## src/rtl/ttt_pkg.sv

```systemverilog
// Shared tic-tac-toe definitions: cell encodings, line table, preference order, FSM states.
package ttt_pkg;

    localparam logic [1:0] EMPTY    = 2'b00;
    localparam logic [1:0] PLAYER   = 2'b01;
    localparam logic [1:0] COMPUTER = 2'b10;

    localparam logic [3:0] LAST_LINE = 4'd7;
    localparam logic [3:0] LAST_PREF = 4'd8;

    typedef enum logic [2:0] {
        StIdle,
        StWin,
        StBlock,
        StPref,
        StDone
    } state_t;

    // Cell index (0..8) of position 'slot' (0..2) within line 'line' (0..7).
    function automatic logic [3:0] line_cell(input logic [2:0] line, input logic [1:0] slot);
        logic [11:0] cells;
        case (line)
            3'd0:    cells = {4'd2, 4'd1, 4'd0};
            3'd1:    cells = {4'd5, 4'd4, 4'd3};
            3'd2:    cells = {4'd8, 4'd7, 4'd6};
            3'd3:    cells = {4'd6, 4'd3, 4'd0};
            3'd4:    cells = {4'd7, 4'd4, 4'd1};
            3'd5:    cells = {4'd8, 4'd5, 4'd2};
            3'd6:    cells = {4'd8, 4'd4, 4'd0};
            default: cells = {4'd6, 4'd4, 4'd2};
        endcase
        case (slot)
            2'd0:    return cells[3:0];
            2'd1:    return cells[7:4];
            default: return cells[11:8];
        endcase
    endfunction

    // Cell index tested at preference step 'step' (0..8): centre, corners, edges.
    function automatic logic [3:0] pref_cell(input logic [3:0] step);
        case (step)
            4'd0:    return 4'd4;
            4'd1:    return 4'd0;
            4'd2:    return 4'd2;
            4'd3:    return 4'd6;
            4'd4:    return 4'd8;
            4'd5:    return 4'd1;
            4'd6:    return 4'd3;
            4'd7:    return 4'd5;
            default: return 4'd7;
        endcase
    endfunction

    // Two-bit code of cell 'idx' in a packed 18-bit board.
    function automatic logic [1:0] cell_of(input logic [17:0] b, input logic [3:0] idx);
        return b[{idx, 1'b0} +: 2];
    endfunction

endpackage

```

## src/rtl/computer_move_generator_if.sv

```systemverilog
// Request/result bundle between the game logic and the computer move generator.
interface computer_move_generator_if;

    logic        start;
    logic [17:0] board;
    logic        busy;
    logic        done;
    logic        move_valid;
    logic [3:0]  computer_position;
    logic        pc;

    modport master (
        output start,
        output board,
        input  busy,
        input  done,
        input  move_valid,
        input  computer_position,
        input  pc
    );

    modport slave (
        input  start,
        input  board,
        output busy,
        output done,
        output move_valid,
        output computer_position,
        output pc
    );

endinterface

```

## src/rtl/computer_move_generator_line_eval.sv

```systemverilog
// Combinational check of one board line: two cells of 'side' plus one empty cell.
module line_eval
    import ttt_pkg::*;
(
    input  logic [1:0] cell0,
    input  logic [1:0] cell1,
    input  logic [1:0] cell2,
    input  logic [1:0] side,
    output logic       hit,
    output logic [1:0] empty_offset
);

    logic [1:0] n_side;
    logic [1:0] n_empty;

    // Count matching and empty cells; 11 cells match neither.
    always_comb begin
        n_side  = 2'(cell0 == side) + 2'(cell1 == side) + 2'(cell2 == side);
        n_empty = 2'(cell0 == EMPTY) + 2'(cell1 == EMPTY) + 2'(cell2 == EMPTY);
        hit     = (n_side == 2'd2) && (n_empty == 2'd1);
        if (cell0 == EMPTY) begin
            empty_offset = 2'd0;
        end else if (cell1 == EMPTY) begin
            empty_offset = 2'd1;
        end else begin
            empty_offset = 2'd2;
        end
    end

endmodule

```

## src/rtl/computer_move_generator.sv

```systemverilog
// Sequential computer move selector: win, then block, then fixed preference, one step per clock.
module computer_move_generator
    import ttt_pkg::*;
(
    input  logic                     clock,
    input  logic                     reset,
    computer_move_generator_if.slave bus
);

    state_t      state_q, state_d;
    logic [3:0]  idx_q, idx_d;
    logic [17:0] snap_q, snap_d;
    logic [3:0]  pos_q, pos_d;
    logic        valid_q, valid_d;
    logic        busy_q, busy_d;
    logic        done_q, done_d;
    logic        pc_q, pc_d;

    logic [1:0]  side;
    logic        hit;
    logic [1:0]  empty_offset;
    logic [3:0]  pref_idx;

    // Select the line under test and the side being searched for.
    always_comb begin
        side     = (state_q == StBlock) ? PLAYER : COMPUTER;
        pref_idx = pref_cell(idx_q);
    end

    line_eval u_line_eval (
        .cell0        (cell_of(snap_q, line_cell(idx_q[2:0], 2'd0))),
        .cell1        (cell_of(snap_q, line_cell(idx_q[2:0], 2'd1))),
        .cell2        (cell_of(snap_q, line_cell(idx_q[2:0], 2'd2))),
        .side         (side),
        .hit          (hit),
        .empty_offset (empty_offset)
    );

    // Next-state and registered-output decisions for the search.
    always_comb begin
        state_d = state_q;
        idx_d   = idx_q;
        snap_d  = snap_q;
        pos_d   = pos_q;
        valid_d = valid_q;
        busy_d  = busy_q;
        done_d  = 1'b0;
        pc_d    = 1'b0;
        unique case (state_q)
            StIdle: begin
                if (bus.start) begin
                    snap_d  = bus.board;
                    idx_d   = 4'd0;
                    busy_d  = 1'b1;
                    state_d = StWin;
                end
            end
            StWin, StBlock: begin
                if (hit) begin
                    pos_d   = line_cell(idx_q[2:0], empty_offset);
                    valid_d = 1'b1;
                    done_d  = 1'b1;
                    pc_d    = 1'b1;
                    state_d = StDone;
                end else if (idx_q == LAST_LINE) begin
                    idx_d   = 4'd0;
                    state_d = (state_q == StWin) ? StBlock : StPref;
                end else begin
                    idx_d = idx_q + 4'd1;
                end
            end
            StPref: begin
                if (cell_of(snap_q, pref_idx) == EMPTY) begin
                    pos_d   = pref_idx;
                    valid_d = 1'b1;
                    done_d  = 1'b1;
                    pc_d    = 1'b1;
                    state_d = StDone;
                end else if (idx_q == LAST_PREF) begin
                    // No empty cell: position keeps its previous value.
                    valid_d = 1'b0;
                    done_d  = 1'b1;
                    state_d = StDone;
                end else begin
                    idx_d = idx_q + 4'd1;
                end
            end
            StDone: begin
                busy_d  = 1'b0;
                state_d = StIdle;
            end
            default: begin
                busy_d  = 1'b0;
                state_d = StIdle;
            end
        endcase
    end

    // State and output registers with synchronous active-low reset.
    always_ff @(posedge clock) begin
        if (!reset) begin
            state_q <= StIdle;
            idx_q   <= 4'd0;
            snap_q  <= 18'd0;
            pos_q   <= 4'd0;
            valid_q <= 1'b0;
            busy_q  <= 1'b0;
            done_q  <= 1'b0;
            pc_q    <= 1'b0;
        end else begin
            state_q <= state_d;
            idx_q   <= idx_d;
            snap_q  <= snap_d;
            pos_q   <= pos_d;
            valid_q <= valid_d;
            busy_q  <= busy_d;
            done_q  <= done_d;
            pc_q    <= pc_d;
        end
    end

    assign bus.busy              = busy_q;
    assign bus.done              = done_q;
    assign bus.move_valid        = valid_q;
    assign bus.computer_position = pos_q;
    assign bus.pc                = pc_q;

endmodule

```

## src/flat_wrapper.sv

```systemverilog
// flat-port wrapper written by rule: the top's interface ports become plain ports
module computer_move_generator_flat import ttt_pkg::*;
  (clock, reset, bus_start, bus_board, bus_busy, bus_done, bus_move_valid, bus_computer_position, bus_pc);
  computer_move_generator_if bus_i ();
  input  logic clock;
  input  logic reset;
  input wire logic [$bits(bus_i.start)-1:0] bus_start;
  input wire logic [$bits(bus_i.board)-1:0] bus_board;
  output wire logic [$bits(bus_i.busy)-1:0] bus_busy;
  output wire logic [$bits(bus_i.done)-1:0] bus_done;
  output wire logic [$bits(bus_i.move_valid)-1:0] bus_move_valid;
  output wire logic [$bits(bus_i.computer_position)-1:0] bus_computer_position;
  output wire logic [$bits(bus_i.pc)-1:0] bus_pc;
  assign bus_i.start = bus_start;
  assign bus_i.board = bus_board;
  assign bus_busy = bus_i.busy;
  assign bus_done = bus_i.done;
  assign bus_move_valid = bus_i.move_valid;
  assign bus_computer_position = bus_i.computer_position;
  assign bus_pc = bus_i.pc;
  computer_move_generator u_core (.clock(clock), .reset(reset), .bus(bus_i));
endmodule
```

## config.mk

```make
export PLATFORM = sky130hd
export DESIGN_NAME = computer_move_generator_flat
export DESIGN_NICKNAME = d
export VERILOG_FILES = /design/src/rtl/ttt_pkg.sv /design/src/rtl/computer_move_generator_if.sv /design/src/rtl/computer_move_generator_line_eval.sv /design/src/rtl/computer_move_generator.sv /design/src/flat_wrapper.sv
export SDC_FILE = /design/constraint.sdc
export NUM_CORES = 1
export LEC_CHECK = 0
export CORE_MARGIN = 2
export CORE_UTILIZATION = 40
export CTS_BUF_LIST = sky130_fd_sc_hd__clkbuf_2 sky130_fd_sc_hd__clkbuf_4 sky130_fd_sc_hd__clkbuf_8
export DETAILED_ROUTE_END_ITERATION = 10
export GPL_TIMING_DRIVEN = 0
export SYNTH_ARGS = -nofsm -noshare
export SYNTH_HDL_FRONTEND = slang
export SYNTH_SLANG_ARGS = --single-unit
```

## constraint.sdc

```tcl
create_clock -name clock -period 5.8 [get_ports clock]
set_input_delay 1.74 -clock clock [delete_from_list [all_inputs] [get_ports clock]]
set_output_delay 1.74 -clock clock [all_outputs]
set_load 0.03 [all_outputs]
```

# Word-level counts from Yosys, hierarchy flattened
# Memory sizes are Yosys's and may differ from the RTL's. A register that Yosys moved wholly into a read port is not among the register bits.
# Cells that the tools add are included.
[op_classes] n_addsub=5 n_eq_ne=25 shift=4 n_mux=36 bitwise_logic=1 reduce_logical=18
[op_table] op="12-bit one-hot mux with 7 select lines" n=1
[op_table] op="18-bit by 6-bit indexed part select with 2-bit output" n=4
[op_table] op="4-bit 2-to-1 mux" n=8
[op_table] op="3-bit 2-to-1 mux" n=7
[op_table] op="4-bit one-hot mux with 2 select lines" n=2
[op_table] op="3-bit by 2-bit equality test with 1-bit output, second input constant" n=4
[op_table] op="4-bit one-hot mux with 3 select lines" n=1
[op_table] op="2-bit zero test" n=5
[op_table] op="3-bit equality test, second input constant" n=3
[op_table] op="1-bit 2-to-1 mux" n=9
[op_table] op="3-bit one-hot mux with 3 select lines" n=1
[op_table] op="3-bit AND reduction" n=3
[op_table] op="2-bit inequality test, second input constant" n=4
[op_table] op="1-bit one-hot mux with 2 select lines" n=4
[op_table] op="2-bit equality test" n=3
[op_table] op="3-bit by 1-bit equality test with 1-bit output, second input constant" n=2
[op_table] op="3-bit zero test" n=2
[op_table] op="2-bit 2-to-1 mux" n=3
[op_table] op="3-bit by 1-bit inequality test with 1-bit output, second input constant" n=2
[op_table] op="5-bit AND reduction" n=1
[op_table] op="1-bit by 1-bit adder with 2-bit output" n=2
[op_table] op="2-bit by 1-bit adder with 2-bit output" n=2
[op_table] op="4-bit by 1-bit adder with 4-bit output, second input constant" n=1
[op_table] op="2-bit by 1-bit equality test with 1-bit output, second input constant" n=2
[op_table] op="other kinds (11)" n=13
[totals] reg_bits=33 romBits=32 input_bits=21 out_inout_bits=8 elab_cells=98 mem_count=1
[memory_table] name="(no name shown)" depth=8 word_bits=4 rd=1 rd_clocked_by_memory_dff=1 write_ports=0 line_no="ttt_pkg.sv:41" rtl="case (step)"

# Logic depth before layout (Yosys ltp)
[depth] ltp_word=12 ltp_mapped=19 depth_no_buf=18

# By module
# Synthesis repeated with hierarchy kept, for this count alone.
[unflattened] cells_unflattened=289 hier_area_um2=2407.3
[by_module_without_submodules] module="computer_move_generator" instances=1 cells_each=271 area_each_um2=2274.7 seq_area_each_um2=740.7
[by_module_without_submodules] module="line_eval" instances=1 cells_each=18 area_each_um2=132.6 seq_area_each_um2=0.0

# Worst setup path before layout
# Ideal clock, no wire load.
[synth_timing] kind="register to register" from="register u_core.idx_q[0]" to="register with a tool-made name" setup_ns=0.072 t_arrival_ns=4.497 required_time_ns=5.728 path_slack_ns=1.232 path_stages_with_launch=17 n_path_buf=1 period_less_slack_ns=4.568 cell_sequence="dfxtp_1 inv_1 ha_1 clkbuf_1 nor3b_2 mux4_2 o221ai_1 nand3_1 o22ai_1 fa_1 nor4bb_1 nand2_1 o211ai_4 mux2_1 and2_1 ha_1 mux2i_1"
[synth_lines] element="start: declaration" line_no="computer_move_generator.sv:11" rtl="logic [3:0] idx_q, idx_d;"
[synth_lines] element="start signal: assignment" line_no="computer_move_generator.sv:112" rtl="idx_q <= idx_d;"

==> results.cfg <==
[status]
status = completed

[floorplan]
die-area_um2 = 7140
fp.coreArea_um2 = 6310
rows = 29
start_util_pct = 41.1
die_y_um = 84.5
io-pin-count = 29
fp.dieW_um = 84.5

[min_path]
hold_class = flip-flop to flip-flop

[timing]
layout_min_cycle_time_ns = 5.38
fmax_mhz = 186
hold_violations = 0
relSlewSlack_pct = 53.2
fin_setup_tns_ns = 0
setup_viol = 0
worst_slew_pin_slew_ns = 0.696
rsz0062_at_grt = false
final_max_slew_viol_count = 0
finalClockSkew_ns = 0.00470
period_share_pct = 92.7
whs_ns = 0.479

[critical_path]
cpPeakStageDelay_ns = 0.53
slowest_stage = nor4bb_1
critical_path_arrival_ns = 5.61
cp_max_fo = 10
worstPathRequired_ns = 6.03
setup.worst_path.start_class = flip-flop
worstSetupEndpointType = flip-flop
path_class = flip-flop to flip-flop
crit_chain = inv_1 -> ha_1 -> clkbuf_1 -> mux2i_1 -> clkbuf_1 -> mux4_2 -> o221ai_1 -> nand3_1 -> o22ai_1 -> fa_1 -> nor4bb_1 -> nand2_1 -> o211ai_4 -> mux2_1 -> and2_1 -> ha_1 -> mux2i_1

[clocking]
cts_made_buffers = 5
cts_setup_buffers = 0
cts.path.max_buffers = 2
ctsResizeCount = 0
cts_root_buf = clkbuf_8
htree_num_levels = 2
cts_tree = built
cts_sinks = 37
cts_hold_buf = 0
clk_latency_ns = 0.30
clk_transition_reported_paths_ns = 0.08

[global_route]
antenna_found_initial = 0
grt-ovfl-total = 0
grt_first_pass_wirelength_mm = 11.3
grt_max_degree = 13
grt_pass1_vias = 2328
grt_usage_pct = 19.7

[pwr]
pwr-share-seq_pct = 23.7
pwr-share-clk_pct = 14.4
p_comb_share_pct = 61.9
power.switching_mw = 0.761
power_density_nw_per_um2 = 536
p_int_mw = 0.897
vdd_drop_max_mv = 0.261
leakagePower_nw = 1.21
switching_share_pct = 45.9

[drt]
drc = 0
drtIter0Drc = 235
vias = 2426
firstDrtPassIters = 5
wirelength_mm = 6.75
wl_per_cell_um = 16.2
viasPerCell = 5.83
ant_nets = 0

[logic_synthesis]
yosysTopAreaCell = dfxtp_1
synth_area_um2 = 2590
synth_cells = 303
ys.flop_type = dfxtp_1
syn_area_per_cell_um2 = 8.56
yosys-top-cells-area = dfxtp_1, mux2i_1, nor2_1, mux4_2, ha_1
synth-edff-count = 0
synth_warnings = 0
yosysSeqAreaShare_pct = 28.6
yosys_register_bits = 37
synth_top_area_share_pct = 28.6
synth_cell_types = 63
syn_nets = 333
async_flop_share_pct = 0

[placement]
gp_routability_congestion = 0.880
dp_hpwl_mm = 5.16
post_dp_cell_area_um2 = 2970
io_buffer_count = 28

[finish]
design_area_um2 = 3090
layout_common_cells = nor2_1, dfxtp_1, clkdlybuf4s50_1, mux2i_1, inv_1
drive_gt1_share_pct = 10.9
layout_commonest_cell = nor2_1
area_growth_pct = 19.2
postLayoutCoreUtil_pct = 48.9
finalNetCount = 368
diodes = 0

[job]
maxCapViolations = 0
through the flow:
step	setup WS [ns]	power [mW]	std cells
global placement	0.564	1.40	408
global route	0.0632	1.81	416
floorplan	1.23	1.17	303
detailed placement	0.571	1.42	408
finish	0.423	1.66	416
CTS	0.505	1.66	416
path summary, 6_finish.rpt:
path                                      start  slack, ns  cells after the start              end
worst max-delay path            u_core.idx_q[0]       0.42                     17        flip-flop
worst min-delay path            u_core.bus.busy       0.48                      2  u_core.bus.busy
worst max register to register  u_core.idx_q[0]       0.42                     17        flip-flop
worst min register to register  u_core.bus.busy       0.48                      2  u_core.bus.busy
routing by layer:
| metal | part of all wire (%) | vias to the layer above | global-route usage, % | routed length [um] |
|---|---|---|---|---|
| met1 | 47 | 1136 | 27.4 | 3140 |
| met3 | 6.0 | 19 | 3.05 | 405 |
| li1 | - | 1179 | - | - |
| met5 | 0 | - | 0 | 0 |
| met4 | 3.4 | 0 | 8.95 | 228 |
| met2 | 44 | 92 | 30.1 | 2980 |
area by class of cell:
class / count / area, um2
well taps: 77 / 96.3
inverters: 16 / 60.1
clock buffers: 6 / 82.6
plain buffers: 19 / 92.6
fillers: 654 / 3220
multi-input cells: 231 / 1700
repair buffers: 28 / 280
flip-flops and latches: 37 / 741
clock inverters: 2 / 37.5
power groups by stage:
stage	logic (mW)	registers (mW)	clock network, mW
floorplan	0.785	0.387	0
global placement	1.00	0.395	0
detailed placement	1.02	0.396	0
CTS	1.03	0.390	0.244
global route	1.15	0.401	0.256
finish	1.03	0.392	0.238
synthesized netlist by cell type (6+ instances only):
cell / number
o21ai_0: 14
dfxtp_1: 37
mux4_2: 6
a21oi_1: 11
nor4_1: 6
nor2_1: 43
inv_1: 15
ha_1: 7
mux2i_1: 27
nand3_1: 7
nor3_1: 9
a211oi_1: 11
nand2_1: 14
clkbuf_1: 9
cells by family (layout without fill, tap and decap cells):
logic type / after synthesis / in the layout / synth area share (%)
buf+inv: 35 / 71 / 5.88
flops: 37 / 37 / 28.6
mux: 36 / 36 / 16.9
xor+xnor: 2 / 2 / 0.675
compound gates: 71 / 71 / 20.6
simple gates: 113 / 113 / 22.4
fa+ha+maj: 9 / 9 / 4.92
critical path: cells and delay by family, from the launching register on:
kind / cells / cell delay, ns
AO/OA/AOI/OAI: 3 / 0.76
adder cells (fa/ha/maj): 3 / 0.95
buffers and inverters: 3 / 0.69
flip-flops: 1 / 0.45
multiplexers: 4 / 1.22
AND/OR/NAND/NOR: 4 / 1.22
Note: power is estimated with default switching activity, not from simulation.
